===== src/rtl/edge_pulser.sv =====
// edge_pulser: multi-channel input conditioner for board buttons/switches.
// Each channel synchronises its raw input, debounces it, and emits one-cycle
// pulses on the selected edges of the debounced level, with optional
// hold-to-repeat pulses while the level stays high.
//
// Ports:
//   clk    system clock, all state on posedge
//   rst    synchronous active-high reset
//   in     raw asynchronous inputs, one bit per channel
//   mode   per-channel edge select, [2i+1:2i] = {fall_en, rise_en}
//   level  debounced stable level per channel
//   pulse  one-cycle event pulse per channel
module edge_pulser #(
  parameter int N               = 4,
  parameter int SYNC_STAGES     = 2,
  parameter int DEBOUNCE_CYCLES = 4,
  parameter int REPEAT_EN       = 1,
  parameter int REPEAT_DELAY    = 10,
  parameter int REPEAT_PERIOD   = 5
) (
  input  logic           clk,
  input  logic           rst,
  input  logic [N-1:0]   in,
  input  logic [2*N-1:0] mode,
  output logic [N-1:0]   level,
  output logic [N-1:0]   pulse
);

  localparam int DBW = $clog2(DEBOUNCE_CYCLES + 1);
  // Last count before acceptance: the increment that would land on
  // DEBOUNCE_CYCLES accepts the new level instead.
  localparam logic [DBW-1:0] DB_TC = DBW'(DEBOUNCE_CYCLES - 1);

  for (genvar i = 0; i < N; i++) begin : g_ch
    logic [SYNC_STAGES-1:0] sync_q;
    logic                   sync_bit;
    logic [DBW-1:0]         db_cnt;
    logic                   level_q;
    logic                   level_d;
    logic                   pulse_q;
    logic                   rise_en;
    logic                   fall_en;
    logic                   rise;
    logic                   fall;
    logic                   rep_fire;

    assign sync_bit = sync_q[SYNC_STAGES-1];
    assign rise_en  = mode[2*i];
    assign fall_en  = mode[2*i+1];
    assign rise     = level_q & ~level_d;
    assign fall     = ~level_q & level_d;

    always_ff @(posedge clk) begin
      if (rst) begin
        sync_q <= '0;
      end else begin
        sync_q <= {sync_q[SYNC_STAGES-2:0], in[i]};
      end
    end

    always_ff @(posedge clk) begin
      if (rst) begin
        db_cnt  <= '0;
        level_q <= 1'b0;
      end else if (sync_bit == level_q) begin
        db_cnt <= '0;
      end else if (db_cnt == DB_TC) begin
        level_q <= sync_bit;
        db_cnt  <= '0;
      end else begin
        db_cnt <= db_cnt + 1'b1;
      end
    end

    // level_d lags level_q by one cycle, so the edge pulse appears on the
    // clock after the level change.
    always_ff @(posedge clk) begin
      if (rst) begin
        level_d <= 1'b0;
        pulse_q <= 1'b0;
      end else begin
        level_d <= level_q;
        pulse_q <= (rise & rise_en) | (fall & fall_en) | rep_fire;
      end
    end

    if (REPEAT_EN != 0) begin : g_rep
      localparam int RMAX = (REPEAT_DELAY > REPEAT_PERIOD) ? REPEAT_DELAY : REPEAT_PERIOD;
      localparam int RW   = $clog2(RMAX + 1);
      localparam logic [RW-1:0] DLY_TC = RW'(REPEAT_DELAY - 1);
      localparam logic [RW-1:0] PER_TC = RW'(REPEAT_PERIOD - 1);

      logic [RW-1:0] rep_cnt;
      logic          rep_act;
      logic          rep_per;   // 0: waiting out the initial delay, 1: periodic
      logic          rep_hit;

      // Gating on level_q keeps a repeat off the cycle where a fall pulse
      // is due, since a fall pulse only issues once level_q is already 0.
      assign rep_hit  = rep_act & level_q & rise_en &
                        (rep_cnt == (rep_per ? PER_TC : DLY_TC));
      assign rep_fire = rep_hit;

      always_ff @(posedge clk) begin
        if (rst) begin
          rep_cnt <= '0;
          rep_act <= 1'b0;
          rep_per <= 1'b0;
        end else if (rise & rise_en) begin
          rep_cnt <= '0;
          rep_act <= 1'b1;
          rep_per <= 1'b0;
        end else if (!level_q || !rise_en) begin
          rep_cnt <= '0;
          rep_act <= 1'b0;
          rep_per <= 1'b0;
        end else if (rep_act) begin
          if (rep_hit) begin
            rep_cnt <= '0;
            rep_per <= 1'b1;
          end else begin
            rep_cnt <= rep_cnt + 1'b1;
          end
        end
      end
    end else begin : g_norep
      assign rep_fire = 1'b0;
    end

    assign level[i] = level_q;
    assign pulse[i] = pulse_q;
  end

endmodule


===== config.mk =====
export PLATFORM = sky130hd
export DESIGN_NAME = edge_pulser
export DESIGN_NICKNAME = d
export VERILOG_FILES = /design/src/rtl/edge_pulser.sv
export SDC_FILE = /design/constraint.sdc
export NUM_CORES = 1
export LEC_CHECK = 0
export CELL_PAD_IN_SITES_DETAIL_PLACEMENT = 1
export CELL_PAD_IN_SITES_GLOBAL_PLACEMENT = 1
export CORE_MARGIN = 10
export CORE_UTILIZATION = 48
export CTS_CLUSTER_DIAMETER = 100
export DETAILED_ROUTE_END_ITERATION = 8
export DONT_BUFFER_PORTS = 1
export PLACE_DENSITY_LB_ADDON = 0.1
export SYNTH_ARGS = -nofsm -noshare
export SYNTH_HDL_FRONTEND = slang
export SYNTH_SLANG_ARGS = --single-unit
export TNS_END_PERCENT = 100

===== constraint.sdc =====
create_clock -name clk -period 1.55 [get_ports clk]
set_clock_uncertainty 0.2 [all_clocks]
set_input_delay 0.3875 -clock clk [delete_from_list [all_inputs] [get_ports clk]]
set_output_delay 0.3875 -clock clk [all_outputs]
set_load 0.01 [all_outputs]

==> results.json, run 1 <==
{
  "status": "completed",
  "syn_avg_cell_area_um2": 9.71,
  "start_util_pct": 50.5,
  "vias": 1568,
  "peakVddDrop_mv": 0.804,
  "cts.sinks": 56,
  "drtPass1Iterations": 4,
  "setup_violations": 0,
  "synthFlopType": "dfxtp_1",
  "r2r_end": "g_ch[3].db_cnt[0]$_SDFF_PP0_",
  "wire_per_inst_um": 15.7,
  "cp.required_ns": 1.60,
  "ctsRootBufferMaster": "clkbuf_8",
  "cts_inserted_buffers": 5,
  "path_max_fanout": 3,
  "worstMarginPinSlew_ns": 0.658,
  "grt_max_degree": 17,
  "finalPower_w": 0.00242,
  "worstReg2RegStart": "g_ch[3].db_cnt[0]$_SDFF_PP0_",
  "startpoint_type": "flop",
  "yosysWarnings": 0,
  "grt_pass1_vias": 1703,
  "drc": 0,
  "slew_headroom_pct": 56.2,
  "antenna_found_initial": 0,
  "leakage_nw": 0.857,
  "dp_hpwl_um": 3300,
  "syn-num-nets": 257,
  "grt_usage_pct": 12.3,
  "cellPowerDensity_nw_per_um2": 979,
  "min_to": "g_ch[0].sync_q[0]$_SDFF_PP0_",
  "fp.dieH_um": 88.3,
  "drv_slew": 0,
  "grt_pass1_wl_um": 7720,
  "async_flop_share_pct": 0,
  "seq_area_frac_synth_pct": 50.0,
  "wl_um": 4540,
  "clock_latency_ns": 0.30,
  "drt-initial-drc-count": 78,
  "ys_seq_elements": 56,
  "drive_above_1_share_pct": 11.4,
  "core_um2": 4440,
  "ys_types": 27,
  "end_kind": "flop",
  "netlist_area_um2": 2240,
  "max_freq_ghz": 0.666,
  "core.rowCount": 24,
  "min_path_type": "in -> reg",
  "hold_viol": 0,
  "crit_type": "reg -> reg",
  "critPathArrivalTime_ns": 1.55,
  "post_cts_buffers": 0,
  "hold_start": "in[0]",
  "antenna-diode-count": 0,
  "max-clock-path-buffers": 2,
  "fin_nets": 262,
  "synth_edf_count": 0,
  "min_path_cells": 1,
  "place.gp.congestion": 0.820,
  "drv_cap": 0,
  "post-route-period-util_pct": 96.9,
  "antenna_left": 0,
  "r2r_cells": 4,
  "num_io_pins": 22,
  "clk_transition_reported_paths_ns": 0.10,
  "htreeDepth": 2,
  "portBuffers": 0,
  "r2r_slack_ns": 0.05,
  "synthCells": 231,
  "vias_per_cell": 5.43,
  "final_util_pct": 55.6,
  "areaGrowthSynthToFinish_pct": 10.2,
  "grt-ovfl-total": 0,
  "dieArea_um2": 7800,
  "min_period_ns": 1.50,
  "cts_tree": "done",
  "die_x_um": 88.3,
  "worstSetupStartpoint": "g_ch[3].db_cnt[0]$_SDFF_PP0_"
}
## report_power, final
part           internal (W)  leakage, nW  switching (W)
clock              0.000480       0.0552       0.000443
combinational     0.0000237        0.345      0.0000167
sequential          0.00145        0.456     0.00000572
## through the flow
step           hold WS, ns   TNS, ns  cell area, um2  worst slack [ns]  instances
5_1_grt            0.00267  -0.00649            2470          -0.00649        289
2_1_floorplan        0.199         0            2240             0.144        231
6_report            0.0125         0            2470            0.0479        289
3_5_place_dp         0.219         0            2260            0.0225        276
3_3_place_gp         0.206         0            2260             0.105        276
4_1_cts            0.00373         0            2420           0.00170        289
## logic make-up after synthesis
kind of cell               Yosys count  share of synthesized area [%]
adders and majority gates           12                           6.70
DFF                                 56                           50.0
xor gates and xnor gates            11                           4.30
muxes                                5                           2.23
AOI/OAI and AO/OA                   25                           6.14
buffers and inverters               26                           5.69
and+or+nand+nor                     96                           24.9
## cells in the final DEF (no fill, tap or decap), drive strengths merged, types with 7 or more instances in the layout
cell / count
inv: 16
a21oi: 16
nand2: 17
dfxtp: 56
nor2: 22
nand3: 7
nand3b: 12
ha: 12
nor2b: 8
xor2: 7
## worst max path at each step
| stage | endpoint | slack (ns) | depth (start not counted) |
|---|---|---|---|
| 2_1_floorplan | g_ch[0].db_cnt[0]$_SDFF_PP0_ | 0.14 | 4 |
| 3_3_place_gp | g_ch[0].g_rep.rep_cnt[2]$_SDFFE_PP0P_ | 0.11 | 4 |
| 3_5_place_dp | g_ch[0].db_cnt[1]$_SDFF_PP0_ | 0.02 | 4 |
| 4_1_cts | level[3] | 0.002 | 1 |
| 5_1_grt | g_ch[3].db_cnt[1]$_SDFF_PP0_ | -0.006 | 4 |
| 6_report | g_ch[3].db_cnt[0]$_SDFF_PP0_ | 0.05 | 4 |
## sequential cells by signal (all words and copies together), names as in the netlist
name	count
g_ch.g_rep.rep_cnt	16
g_ch.g_rep.rep_per	4
g_ch.pulse_q	4
g_ch.g_rep.rep_act	4
g_ch.sync_q	8
g_ch.db_cnt	12
g_ch.level_q	4
g_ch.level_d	4
## critical path, cell delays in order, from the launching register on
cell,delay (ns)
dfxtp_1,0.33
ha_1,0.20
ha_1,0.21
or3_4,0.40
nor2_1,0.10
## timing repair
| item | CTS | global route |
|---|---|---|
| resized for setup | 1 | 16 |
| cloned | 0 | 0 |
| hold buffers | 5 | 0 |
| endpoints found under the setup margin | 1 | 26 |
| endpoints found under the hold margin | 20 | 0 |
## layout make-up
class	instances	area (um2)
Multi-Input combinational cell	149	1030
Fill cell	521	1970
Inverter	16	60.1
Clock buffer	6	72.6
Sequential cell	56	1130
Timing Repair Buffer	8	75.1
Tap cell	52	65.1
Clock inverter	2	35.0
## synthesized netlist by cell type (all sizes together), types with 6 or more instances
cell    count  area, um2
buf         8       60.1
inv        16       60.1
a21oi      16       83.8
nor4bb      6       60.1
nor2       22       82.6
dfxtp      56       1120
or3         6       37.5
nand3b     12       90.1
ha         12        150
nor2b       8       50.1
nand2      17       63.8
nand3       7       35.0
xor2        7       61.3
## per-layer routing
layer | vias to the layer above | part of all wire [%] | track usage (%) | routed length (um)
li1 | 789 | - | - | -
met1 | 752 | 43 | 13.5 | 1950
met2 | 21 | 52 | 22.4 | 2380
met3 | 6 | 3.7 | 3.77 | 170
met4 | 0 | 0.88 | 3.23 | 40
met5 | - | 0 | 0 | 0
No activity file was read; power rests on OpenSTA's default activity.
==> run 2: changes to the inputs <==
CORE_MARGIN = default   (was 10)
CTS_CLUSTER_DIAMETER = default   (was 100)
clock period = 1.45 ns   (was 1.55 ns; I/O delays follow)
==> results.json, run 2 (same netlist as run 1, synthesis figures left out) <==
{
  "status": "finished, violations left",
  "violations": "setup timing",
  "max_freq_ghz": 0.660,
  "dr.max_layer_used": "met4",
  "cts_inserted_buffers": 5,
  "antenna-diode-count": 0,
  "power_switching_w": 0.000540,
  "place.gp.congestion": 0.790,
  "finalPower_w": 0.00250,
  "vias_per_cell": 5.53,
  "htreeDepth": 2,
  "min_period_ns": 1.51,
  "grt_max_degree": 17,
  "wl_um": 5340,
  "met3_length_um": 179,
  "worstMarginPinSlew_ns": 0.709,
  "grt_usage_pct": 20.0,
  "p_int_w": 0.00196,
  "max_flop_register": "g_ch.g_rep.rep_cnt",
  "placed_cells": 283,
  "cp_slowest_cell": "dfxtp_2",
  "dpl_cell_area_um2": 2310,
  "drv_cap": 0,
  "antenna_found_initial": 0,
  "vias": 1677,
  "crit_chain": "nand4bb_4 -> a21oi_4 -> or3b_1 -> a31oi_1",
  "antenna_left": 0,
  "pwr-share-seq_pct": 61.9,
  "clk_transition_reported_paths_ns": 0.10,
  "final_cell_mix": "dfxtp_1, nand2_1, inv_1",
  "p_clk_share_pct": 35.7,
  "start_util_pct": 50.8,
  "cts.sinks": 56,
  "final_common_cell": "dfxtp_1",
  "slew_headroom_pct": 52.7,
  "critPathArrivalTime_ns": 1.53,
  "startpoint_type": "flop",
  "instances_no_fill": 303,
  "hold_viol": 0,
  "cts_tree": "done",
  "drc": 0,
  "crit_family": "simple AND/OR/NAND/NOR gates",
  "slowest_delay_ns": 0.38,
  "drtPass1Iterations": 4,
  "setup_violations": 5,
  "min_path_type": "in -> reg",
  "fin_nets": 276,
  "drive_above_1_share_pct": 29.9,
  "cellPowerDensity_nw_per_um2": 872,
  "leakage_nw": 0.924,
  "grt-ovfl-total": 0,
  "wire_per_inst_um": 17.6,
  "max-clock-path-buffers": 2,
  "wl_met1_um": 2160,
  "die_x_um": 70.3,
  "grt_pass1_wl_um": 7680,
  "post-route-period-util_pct": 104,
  "met2WireLength_um": 2870,
  "cp_num_buf_inv": 0,
  "fp.dieH_um": 70.3,
  "num_io_pins": 22,
  "dieArea_um2": 4950,
  "drv_slew": 0,
  "switching_share_pct": 21.5,
  "drt-initial-drc-count": 36,
  "clock_latency_ns": 0.32,
  "path_max_fanout": 6,
  "crit_type": "reg -> reg",
  "cp.required_ns": 1.47,
  "final_util_pct": 65.1,
  "finalInstanceArea_um2": 2870,
  "grt_pass1_vias": 1707,
  "top_regs": "g_ch.g_rep.rep_cnt (16), g_ch.db_cnt (12), g_ch.sync_q (8)",
  "pwr-share-comb_pct": 2.5,
  "end_kind": "flop",
  "largest_reg_flops": 16,
  "portBuffers": 0,
  "finalWorstSetupSlack_ns": -0.0642,
  "core.rowCount": 24,
  "peakVddDrop_mv": 0.564,
  "ctsRootBufferMaster": "clkbuf_8",
  "core_um2": 4410,
  "rsz0062_at_grt": "yes",
  "dp_hpwl_um": 3180,
  "areaGrowthSynthToFinish_pct": 28.1
}
[run 2: routing by layer]
| metal | global-route usage (%) | vias to the layer above |
|---|---|---|
| met5 | 0 | - |
| met4 | 6.00 | 0 |
| met3 | 6.35 | 12 |
| met2 | 35.7 | 32 |
| met1 | 22.4 | 820 |
| li1 | - | 813 |
[run 2: cell type report]
class / count / area (um2)
sequential: 56 / 1160
tap: 52 / 65.1
clock buffer: 7 / 86.3
multi-input combinational: 149 / 1290
fill: 480 / 1540
timing repair buffer: 22 / 198
inverter: 16 / 60.1
clock inverter: 1 / 7.51
[run 2: stage by stage]
step	setup WS [ns]	hold WS [ns]	TNS, ns
floorplan	0.0444	0.199	0
global placement	0.0280	0.206	0
detailed placement	-0.0767	0.222	-0.507
CTS	-0.0762	0.00397	-0.208
global route	-0.0950	0.0178	-0.366
finish	-0.0642	0.0266	-0.164
[run 2: worst reg2reg max path, stage by stage (launching register included)]
cell and delay [ns]:
dfxtp_2 0.38, nand4bb_4 0.18, a21oi_4 0.09, or3b_1 0.38
a31oi_1 0.20
[run 2: worst paths after layout]
path / cells past startpoint / startpoint / endpoint / slack [ns]
max reg2reg: 4 / g_ch[0].g_rep.rep_cnt[2]$_SDFFE_PP0P_ / g_ch[0].g_rep.rep_cnt[2]$_SDFFE_PP0P_ / -0.06
min: 2 / rst / g_ch[3].db_cnt[1]$_SDFF_PP0_ / 0.03
min reg2reg: 1 / g_ch[0].db_cnt[0]$_SDFF_PP0_ / g_ch[0].db_cnt[0]$_SDFF_PP0_ / 0.25
max: 4 / g_ch[0].g_rep.rep_cnt[2]$_SDFFE_PP0P_ / g_ch[0].g_rep.rep_cnt[2]$_SDFFE_PP0P_ / -0.06
[run 2: repair_timing]
item	4_1_cts	5_1_grt
gates resized for setup	29	52
buffers inserted	2	2
setup endpoints to repair	27	45
endpoints found under the hold margin	20	0
hold buffers	9	0
pin swaps	8	11
[run 2: power groups by stage]
stage | registers, W | clock network, W | logic [W]
final | 0.00155 | 0.000894 | 0.0000616
after global routing | 0.00155 | 0.000959 | 0.0000669
after CTS | 0.00156 | 0.000913 | 0.0000534
after detailed placement | 0.00159 | 0 | 0.0000219
after global placement | 0.00159 | 0 | 0.0000196
after floorplan | 0.00159 | 0 | 0.0000247
